`src/rtl/ga_pkg.sv`:
```
// Shared types and helpers for the successor active-node manager.
package ga_pkg;

  localparam int unsigned MaxNa = 64;

  typedef enum logic [1:0] {
    StIdle,
    StProc,
    StFim
  } ga_state_e;

  // Width of a counter that must hold 0..n inclusive.
  function automatic int unsigned largura_livres(input int unsigned n);
    return $clog2(n + 1);
  endfunction

  // Index of the lowest set bit; 0 when the vector is empty.
  function automatic int menor_bit(input logic [MaxNa-1:0] v);
    menor_bit = 0;
    for (int i = int'(MaxNa) - 1; i >= 0; i--) begin
      if (v[i]) menor_bit = i;
    end
  endfunction

endpackage

```
`src/rtl/ga_prioridade_livre.sv`:
```
// Lowest free slot finder plus free-slot count over an occupancy vector.
module ga_prioridade_livre import ga_pkg::*; #(
  parameter int unsigned NumNa = 8,
  parameter int unsigned IdxW  = $clog2(NumNa),
  parameter int unsigned CntW  = largura_livres(NumNa)
) (
  input  logic [NumNa-1:0] ocup_i,
  output logic [IdxW-1:0]  idx_o,
  output logic             valid_o,
  output logic [CntW-1:0]  livres_o
);

  logic [NumNa-1:0] livre;

  assign livre   = ~ocup_i;
  assign valid_o = |livre;
  assign idx_o   = IdxW'(menor_bit(MaxNa'(livre)));

  always_comb begin
    livres_o = '0;
    for (int i = 0; i < int'(NumNa); i++) begin
      livres_o = livres_o + CntW'(livre[i]);
    end
  end

endmodule

```
`src/rtl/gerenciador_ativos_seq.sv`:
```
// Successor active-node manager: applies a burst of neighbour candidates to the NA bank,
// updating hits in place and allocating the lowest free slot on misses.
module gerenciador_ativos_seq import ga_pkg::*; #(
  parameter int unsigned NUM_NA          = 8,
  parameter int unsigned NUM_EA          = 8,
  parameter int unsigned ADDR_WIDTH      = 5,
  parameter int unsigned CUSTO_WIDTH     = 4,
  parameter int unsigned DISTANCIA_WIDTH = 5,
  parameter bit          SO_MENOR        = 1'b1
) (
  input  logic                              clk,
  input  logic                              rst,
  input  logic                              fonte_valid_in,
  input  logic [ADDR_WIDTH-1:0]             fonte_endereco_in,
  input  logic [NUM_NA-1:0]                 desativar_in,
  input  logic                              req_valid_in,
  output logic                              req_ready_out,
  input  logic [NUM_EA-1:0]                 vizinho_valido_in,
  input  logic [ADDR_WIDTH*NUM_EA-1:0]      endereco_in,
  input  logic [CUSTO_WIDTH*NUM_EA-1:0]     menor_vizinho_in,
  input  logic [DISTANCIA_WIDTH*NUM_EA-1:0] distancia_in,
  input  logic [ADDR_WIDTH-1:0]             anterior_in,
  input  logic [ADDR_WIDTH*NUM_NA-1:0]      na_endereco_in,
  input  logic [DISTANCIA_WIDTH*NUM_NA-1:0] na_distancia_in,
  input  logic [NUM_NA-1:0]                 na_ativo_in,
  output logic [NUM_NA-1:0]                 ga_habilitar_out,
  output logic [ADDR_WIDTH-1:0]             ga_endereco_out,
  output logic [CUSTO_WIDTH-1:0]            ga_menor_vizinho_out,
  output logic [DISTANCIA_WIDTH-1:0]        ga_distancia_out,
  output logic [NUM_NA-1:0]                 ga_desativar_out,
  output logic                              ga_atualizar_out,
  output logic [ADDR_WIDTH-1:0]             ga_anterior_out,
  output logic [$clog2(NUM_NA+1)-1:0]       ga_livres_out,
  output logic                              ga_overflow_out,
  output logic                              ga_ocupado_o
);

  localparam int unsigned KW = (NUM_EA > 1) ? $clog2(NUM_EA) : 1;
  localparam int unsigned IW = $clog2(NUM_NA);
  localparam int unsigned LW = largura_livres(NUM_NA);

  ga_state_e state_q, state_d;
  logic [KW-1:0] k_q, k_d;
  logic [NUM_NA-1:0] pend_q, pend_d;
  logic lat_load;

  logic [NUM_NA-1:0]          snap_ocup_q;
  logic [ADDR_WIDTH-1:0]      snap_end_q  [NUM_NA];
  logic [DISTANCIA_WIDTH-1:0] snap_dist_q [NUM_NA];

  logic [NUM_EA-1:0]          lat_val_q;
  logic [ADDR_WIDTH-1:0]      lat_end_q  [NUM_EA];
  logic [CUSTO_WIDTH-1:0]     lat_cus_q  [NUM_EA];
  logic [DISTANCIA_WIDTH-1:0] lat_dist_q [NUM_EA];
  logic [ADDR_WIDTH-1:0]      lat_ant_q;

  logic [NUM_NA-1:0]          hab_q, hab_d, desat_q, desat_d;
  logic [ADDR_WIDTH-1:0]      end_q, end_d, ant_q, ant_d;
  logic [CUSTO_WIDTH-1:0]     cus_q, cus_d;
  logic [DISTANCIA_WIDTH-1:0] dist_q, dist_d;
  logic                       atual_q, atual_d, ovf_q, ovf_d;
  logic [LW-1:0]              livres_q, livres_d;

  logic                       cand_val;
  logic [ADDR_WIDTH-1:0]      cand_end;
  logic [CUSTO_WIDTH-1:0]     cand_cus;
  logic [DISTANCIA_WIDTH-1:0] cand_dist;
  logic [NUM_NA-1:0]          hit_vec;
  logic [IW-1:0]              hit_idx;

  logic [NUM_NA-1:0] ocup_vista;
  logic [IW-1:0]     livre_idx;
  logic              livre_ok;
  logic [LW-1:0]     livres_cnt;
  logic              escrever;
  logic [IW-1:0]     alvo;

  assign cand_val  = lat_val_q[k_q];
  assign cand_end  = lat_end_q[k_q];
  assign cand_cus  = lat_cus_q[k_q];
  assign cand_dist = lat_dist_q[k_q];

  // Hits are resolved against the snapshot only, never against slots pending this burst.
  always_comb begin
    hit_vec = '0;
    for (int j = 0; j < int'(NUM_NA); j++) begin
      hit_vec[j] = snap_ocup_q[j] && (snap_end_q[j] == cand_end);
    end
  end

  assign hit_idx = IW'(menor_bit(MaxNa'(hit_vec)));

  // Idle tracks the live bank; during a burst the view is snapshot plus pending.
  assign ocup_vista = (state_q == StIdle) ? na_ativo_in : (snap_ocup_q | pend_q);

  ga_prioridade_livre #(
    .NumNa (NUM_NA),
    .IdxW  (IW),
    .CntW  (LW)
  ) u_prioridade (
    .ocup_i   (ocup_vista),
    .idx_o    (livre_idx),
    .valid_o  (livre_ok),
    .livres_o (livres_cnt)
  );

  always_comb begin
    state_d  = state_q;
    k_d      = k_q;
    pend_d   = pend_q;
    ovf_d    = ovf_q;
    lat_load = 1'b0;
    hab_d    = '0;
    desat_d  = '0;
    atual_d  = 1'b0;
    end_d    = end_q;
    cus_d    = cus_q;
    dist_d   = dist_q;
    ant_d    = ant_q;
    livres_d = livres_cnt;
    escrever = 1'b0;
    alvo     = '0;

    unique case (state_q)
      StIdle: begin
        if (fonte_valid_in) begin
          hab_d   = NUM_NA'(1);
          end_d   = fonte_endereco_in;
          cus_d   = '0;
          dist_d  = '0;
          atual_d = 1'b1;
          ant_d   = '0;
        end else if (|desativar_in) begin
          desat_d = desativar_in;
        end else if (req_valid_in) begin
          lat_load = 1'b1;
          pend_d   = '0;
          k_d      = '0;
          state_d  = StProc;
        end
      end

      StProc: begin
        if (cand_val) begin
          if (|hit_vec) begin
            if (!SO_MENOR || (cand_dist < snap_dist_q[hit_idx])) begin
              escrever = 1'b1;
              alvo     = hit_idx;
            end
          end else if (livre_ok) begin
            escrever         = 1'b1;
            alvo             = livre_idx;
            pend_d[livre_idx] = 1'b1;
            livres_d         = livres_cnt - LW'(1);
          end else begin
            ovf_d = 1'b1;
          end
        end
        if (escrever) begin
          hab_d[alvo] = 1'b1;
          end_d       = cand_end;
          cus_d       = cand_cus;
          dist_d      = cand_dist;
        end
        if (k_q == KW'(NUM_EA - 1)) begin
          state_d = StFim;
        end else begin
          k_d = k_q + KW'(1);
        end
      end

      StFim: begin
        atual_d = 1'b1;
        ant_d   = lat_ant_q;
        state_d = StIdle;
      end

      default: state_d = StIdle;
    endcase
  end

  always_ff @(posedge clk) begin
    if (rst) begin
      state_q  <= StIdle;
      k_q      <= '0;
      pend_q   <= '0;
      ovf_q    <= 1'b0;
      hab_q    <= '0;
      desat_q  <= '0;
      atual_q  <= 1'b0;
      end_q    <= '0;
      cus_q    <= '0;
      dist_q   <= '0;
      ant_q    <= '0;
      livres_q <= LW'(NUM_NA);
    end else begin
      state_q  <= state_d;
      k_q      <= k_d;
      pend_q   <= pend_d;
      ovf_q    <= ovf_d;
      hab_q    <= hab_d;
      desat_q  <= desat_d;
      atual_q  <= atual_d;
      end_q    <= end_d;
      cus_q    <= cus_d;
      dist_q   <= dist_d;
      ant_q    <= ant_d;
      livres_q <= livres_d;
    end
  end

  // Burst payload and snapshot registers carry no reset: they are always loaded before use.
  always_ff @(posedge clk) begin
    if (lat_load) begin
      lat_val_q   <= vizinho_valido_in;
      lat_ant_q   <= anterior_in;
      snap_ocup_q <= na_ativo_in;
      for (int i = 0; i < int'(NUM_EA); i++) begin
        lat_end_q[i]  <= endereco_in[i*ADDR_WIDTH +: ADDR_WIDTH];
        lat_cus_q[i]  <= menor_vizinho_in[i*CUSTO_WIDTH +: CUSTO_WIDTH];
        lat_dist_q[i] <= distancia_in[i*DISTANCIA_WIDTH +: DISTANCIA_WIDTH];
      end
      for (int j = 0; j < int'(NUM_NA); j++) begin
        snap_end_q[j]  <= na_endereco_in[j*ADDR_WIDTH +: ADDR_WIDTH];
        snap_dist_q[j] <= na_distancia_in[j*DISTANCIA_WIDTH +: DISTANCIA_WIDTH];
      end
    end
  end

  assign req_ready_out        = (state_q == StIdle);
  assign ga_ocupado_o         = (state_q != StIdle);
  assign ga_habilitar_out     = hab_q;
  assign ga_endereco_out      = end_q;
  assign ga_menor_vizinho_out = cus_q;
  assign ga_distancia_out     = dist_q;
  assign ga_desativar_out     = desat_q;
  assign ga_atualizar_out     = atual_q;
  assign ga_anterior_out      = ant_q;
  assign ga_livres_out        = livres_q;
  assign ga_overflow_out      = ovf_q;

endmodule

```
`config.mk`:
```
export PLATFORM = sky130hd
export DESIGN_NAME = gerenciador_ativos_seq
export DESIGN_NICKNAME = d
export VERILOG_FILES = /design/src/rtl/ga_pkg.sv /design/src/rtl/ga_prioridade_livre.sv /design/src/rtl/gerenciador_ativos_seq.sv
export SDC_FILE = /design/constraint.sdc
export NUM_CORES = 1
export LEC_CHECK = 0
export ABC_CLOCK_PERIOD_IN_PS = 15370
export CORE_UTILIZATION = 50
export DETAILED_ROUTE_END_ITERATION = 16
export PLACE_DENSITY = 0.89
export SLEW_MARGIN = 10
export SYNTH_ARGS = -nofsm -noshare
export SYNTH_HDL_FRONTEND = slang
export SYNTH_HIERARCHICAL = 1
export SYNTH_SLANG_ARGS = --single-unit
```
`constraint.sdc`:
```
create_clock -name clk -period 15.37 [get_ports clk]
set_input_delay 3.074 -clock clk [delete_from_list [all_inputs] [get_ports clk]]
set_output_delay 3.074 -clock clk [all_outputs]
set_load 0.03 [all_outputs]
```
== Yosys cells after proc, flatten, opt, wreduce, memory -nomap -nowiden ==
Memories as Yosys holds them, arrays and structs flattened. A register that Yosys moved wholly into a read port is not among the register bits.
Index checks and enable logic that the tools add are counted.
Widths: inputs -> output; s select.

* Equal/unequal tests: 21
* Bitwise gates (word level): 7
* Shifts and indexed selects: 0
* Div/mod/pow operators: 0
* $mul: 0
* $add $sub $neg: 9
* Multiplexer cells: 81
* $lt $le $gt $ge: 6
* Reductions and logical operators: 24

{| class="wikitable"
|+ Operators by type and width
! operator !! number
|-
| $mux 3 || 31
|-
| $mux 8 || 8
|-
| $eq 5x5->1 || 8
|-
| $pmux 8 s2 || 2
|-
| $pmux 5 s2 || 3
|-
| $add 4x1->4 || 6
|-
| $mux 4 || 6
|-
| $reduce_or 8->1 || 3
|-
| $mux 5 || 4
|-
| $ne 2x2->1 const B || 10
|-
| $mux 1 || 16
|-
| $or 8x8->8 || 2
|-
| $lt 3x4->1 const B || 3
|-
| $logic_and 1x1->1 || 10
|-
| $mux 2 || 4
|-
| $not 8->8 || 1
|-
| $pmux 4 s2 || 1
|-
| $reduce_and 4->1 || 2
|-
| $reduce_and 7->1 || 1
|-
| $demux 1 s3 || 2
|-
| $ge 3x1->1 const B || 2
|-
| $pmux 3 s2 || 1
|-
| $reduce_bool 2->1 || 3
|-
| $lt 5x5->1 || 1
|-
| other kinds (15) || 18
|}

* Output and inout port bits: 43
* Memories: 5
* Word-level logic and storage cells: 168
* Input port bits: 230
* Flip-flop bits (word level): 75
* Bits in read-only memories: 0
* Memory bits (writable): 192
* Bits in latches: 0

{| class="wikitable"
|+ Memories
! name !! depth !! bits a word !! rd ports !! clocked after Yosys merged registers in !! write ports !! line !! text
|-
| lat_dist_q || 8 || 5 || 1 || 1 || 8 || gerenciador_ativos_seq.sv:54 || <nowiki>logic [DISTANCIA_WIDTH-1:0] lat_dist_q [NUM_EA];</nowiki>
|-
| lat_end_q || 8 || 5 || 1 || 1 || 8 || gerenciador_ativos_seq.sv:52 || <nowiki>logic [ADDR_WIDTH-1:0] lat_end_q [NUM_EA];</nowiki>
|-
| snap_dist_q || 8 || 5 || 1 || 0 || 8 || gerenciador_ativos_seq.sv:49 || <nowiki>logic [DISTANCIA_WIDTH-1:0] snap_dist_q [NUM_NA];</nowiki>
|-
| snap_end_q || 8 || 5 || 8 || 0 || 8 || gerenciador_ativos_seq.sv:48 || <nowiki>logic [ADDR_WIDTH-1:0] snap_end_q [NUM_NA];</nowiki>
|-
| lat_cus_q || 8 || 4 || 1 || 1 || 8 || gerenciador_ativos_seq.sv:53 || <nowiki>logic [CUSTO_WIDTH-1:0] lat_cus_q [NUM_EA];</nowiki>
|}

== Depth between registers and ports, before layout ==
An unclocked memory read counts as a cell.

* Depth after elaboration: 23
* Gate-level depth with buffers: 28
* Depth with buffers taken out: 22

== Modules after synthesis ==
The synthesis kept the hierarchy.

{| class="wikitable"
|+ By module, submodules not included
! module !! cells each !! area each (sq um) !! instances !! seq. area each (sq um)
|-
| gerenciador_ativos_seq || 727 || 10,946.7 || 1 || 7,537.2
|-
| ga_prioridade_livre || 34 || 251.5 || 1 || 0.0
|}

== Least setup slack after synthesis ==
Ideal clock, no wire load.

* Path kind: in2reg
* From: input desativar_in[5]
* To: register pend_q[0]
* Arrival time: 13.871 ns
* Stages: 7
* Buffers on the path: 1
* Slack: 1.375 ns
* Setup time: 0.124 ns
* Data required time: 15.246 ns
* Cell sequence: or4_1 nor2_1 nand3b_1 nor2_1 or2_2 buf_1 nor2_1

* Cells in the longest elaborated chain, start to end: 3

{| class="wikitable"
|+ Ends and longest elaborated chain
! item !! line !! text
|-
| start, declared || gerenciador_ativos_seq.sv:15 || <nowiki>input logic [NUM_NA-1:0] desativar_in,</nowiki>
|-
| $reduce_or 8->1 || gerenciador_ativos_seq.sv:133 || <nowiki>end else if (|desativar_in) begin</nowiki>
|-
| $ne 2x2->1 (no line) || -- ||
|-
| $reduce_and 7->1 (no line) || -- ||
|-
| end signal, assigned || gerenciador_ativos_seq.sv:199 || <nowiki>pend_q <= pend_d;</nowiki>
|-
| end, declared || gerenciador_ativos_seq.sv:44 || <nowiki>logic [NUM_NA-1:0] pend_q, pend_d;</nowiki>
|}

Every way passes these cells.
A chain may end at the register's enable or synchronous reset.

==> run summary <==
outcome: finished clean
DIE WIDTH: 152 um
nets: 1282
CTS tree: yes
Cell variety after synth: 70
crit-path max FO: 17
initial antenna violation count: 2
PortBufs: 272
setup TNS: 0 ns
gr ovfl total: 0
multi-input logic area: 3380 um2
Worst path max stage delay: 0.85 ns
DRT Pass-1 Iters: 4
Buf/Inv on CP: 0
Util after Layout: 68.8%
drt total wl: 27000 um
Worst Skew: 0.0141 ns
Synth area leaders: edfxtp_1 57%, dfxtp_1 10%, mux4_2 3.8%
die area: 23000 um2
WL/cell: 20.1 um
Static Leakage: 5.02 nW
post-CTS setup buffer count: 0
cells after synthesis: 761
Slew headroom: 21.3%
Mapped Area: 11200 um2
Setup Viol. Count Final: 0
core area: 21900 um2
vias in the first global route: 7579
row count: 54
commonest non-fill, non-tap cell in the layout: clkdlybuf4s50_1
Inserted Clock Buffers: 29
Main synth FF type: edfxtp_1
Die Ht: 152 um
Setup CP Type: reg -> reg
hold path depth: 2
Seq/Total Area, Yosys: 67.3%
reg2reg path depth: 22
gr usage total: 23.5%
largest net degree at the start of global routing: 96
vias per inst: 5.53
crit end category: flip-flop
Initial Utilization: 51.2%
Yosys warning count: 6
worst-skew pair later-pin latency: 0.55 ns
VDD IR max: 0.0890 mV
Mapped Nets: 1005
Crit path required time: 15.76 ns
area grow syn2layout: 34.5%
final worst-path cycle share: 47.4%
layout cells sized above 1: 10.4%
CTS Sinks: 270
initial DRC count: 520
worst hold path class: reg -> reg
fillers: 1537
PwrDens: 105 nW/um2
Via Count: 7415
startpoint types: flip-flop
# DRC: 0
crit path time final: 7.28 ns
hpwl dp: 20100 um
storage element area: 7540 um2
clock slew at reported path FFs: 0.06 ns
Max Freq: 0.137 GHz
crit-path leading delay family: simple AND/OR/NAND/NOR gates
Slew Viols, Final: 0
most frequent cells in the layout: 272 x clkdlybuf4s50_1, 213 x edfxtp_1, 56 x dfxtp_1
root buf cell: clkbuf_16
placed cell area: 14100 um2
post-synth top area share: 57.1%
Crit path arrival time: 7.68 ns
flops & latches, synth: 270
final hold violations: 0
Top Ports: 273
worst slew pin tran: 1.18 ns
H-tree level count: 1
Hold Slack: 0.477 ns
RSZ-0062 raised after global routing: no
number of stages on the worst setup path: 22
RePlAce Congestion: 0.909
Post-synth EDFFs: 213
global-route wire length before repair: 40200 um
Slowest-stage cell, CP: nor2_1
Max Cap Viol: 0
Final Instance Area: 15100 um2
Post-Syn Area per Cell: 14.7 um2
fraction of registers with async set/reset: 0%
CTS Hold Bufs: 0
Power, Total: 1.58 mW
post-route ant nets: 0
CTS max path bufs: 3
CP cell instances: nor2b_1 > a22o_1 > or3_1 > nand4b_1 > nor4_1 > a211o_1 > a21oi_1 > nor2_1 > a211oi_1 > a211oi_1 > a21oi_1 > ha_1 > a21oi_1 > nor2b_1 > o21ai_0 > nand2b_1 > nor2b_1 > o2111ai_1 > o31a_4 > a2111oi_4 > or2_1 > o32ai_1
cell taking the most area after synthesis: edfxtp_1
cts repair resizes: 0
==> sequential cells by signal, indices dropped and copies added (netlist names), 2 cells and up, named ones only <==
register,count
state_q,2
lat_cus_q,32
lat_ant_q,5
lat_end_q,40
pend_q,8
lat_val_q,8
ga_distancia_out,5
ga_habilitar_out,8
ga_livres_out,4
snap_ocup_q,8
k_q,3
snap_end_q,40
ga_endereco_out,5
lat_dist_q,40
snap_dist_q,40
ga_menor_vizinho_out,4
ga_anterior_out,5
ga_desativar_out,8
==> cell usage after synthesis, drive strengths merged (8+ instances only) <==
cell type,number
a211oi,21
mux2i,35
nor2,56
nor2b,16
mux4,20
dfxtp,57
nand3,10
nor3,21
inv,21
xnor2,19
a22o,10
or2,8
a21oi,26
clkbuf,11
nand2,20
buf,22
nand2b,15
or3,21
o21ai,42
nor4,10
ha,10
edfxtp,213
a22oi,8
and2,12
==> kinds of logic (layout without fill, tap and decap cells) <==
kind of cell / count (synthesis) / after routing / share of synthesized area (%)
AOI/OAI and AO/OA: 130 / 130 / 8.34
xor gates and xnor gates: 20 / 20 / 1.56
adders and majority gates: 14 / 14 / 1.83
buffers and inverters: 55 / 354 / 2.58
DFF: 270 / 270 / 67.3
muxes: 59 / 59 / 7.59
other: 0 / 1 / 0
and+or+nand+nor: 213 / 213 / 10.8
==> path summary, 6_finish.rpt <==
path	from	end	slack, ns
worst max register to register	flip-flop	ga_menor_vizinho_out[1]	8.09
worst min-delay path	ga_overflow_out	ga_overflow_out	0.48
worst max-delay path	flip-flop	ga_menor_vizinho_out[1]	8.09
worst min register to register	ga_overflow_out	ga_overflow_out	0.48
==> final cells by class <==
| class | instances | share of cell area, % |
|---|---|---|
| multi-input cells | 436 | 22.4 |
| well taps | 280 | 2.33 |
| flip-flops and latches | 270 | 50.1 |
| clock inverters | 9 | 0.706 |
| clock buffers | 44 | 5.47 |
| diodes | 1 | 0.0166 |
| inverters | 22 | 0.548 |
| repair buffers | 279 | 18.4 |
==> metrics by stage <==
step,cells,setup WS [ns]
detailed placement,1287,8.11
global route,1341,7.47
floorplan,761,1.37
finish,1341,8.09
CTS,1340,8.11
global placement,1287,8.58
==> worst register-to-register path: cells and delay by family (launching register included) <==
kind	cells	cell delay, ns
flip-flops	1	0.84
AND/OR/NAND/NOR	9	3.16
AO/OA/AOI/OAI	12	2.82
adder cells (fa/ha/maj)	1	0.30
==> power by group <==
| part | leakage (nW) | total [mW] | switching (mW) | internal (mW) |
|---|---|---|---|---|
| Clock | 0.450 | 0.679 | 0.276 | 0.403 |
| Combinational | 2.20 | 0.112 | 0.0411 | 0.0706 |
| Sequential | 2.38 | 0.793 | 0.00178 | 0.792 |
==> routing by layer <==
layer,global-route usage (%),vias to the layer above,part of all wire [%],wire length [um]
li1,-,3461,-,-
met1,28.2,3563,38,10400
met2,41.2,321,50,13600
met3,5.15,68,7.4,1990
met4,8.71,2,3.6,975
met5,0,-,0.048,13
Note: power is estimated with default switching activity, not from simulation.
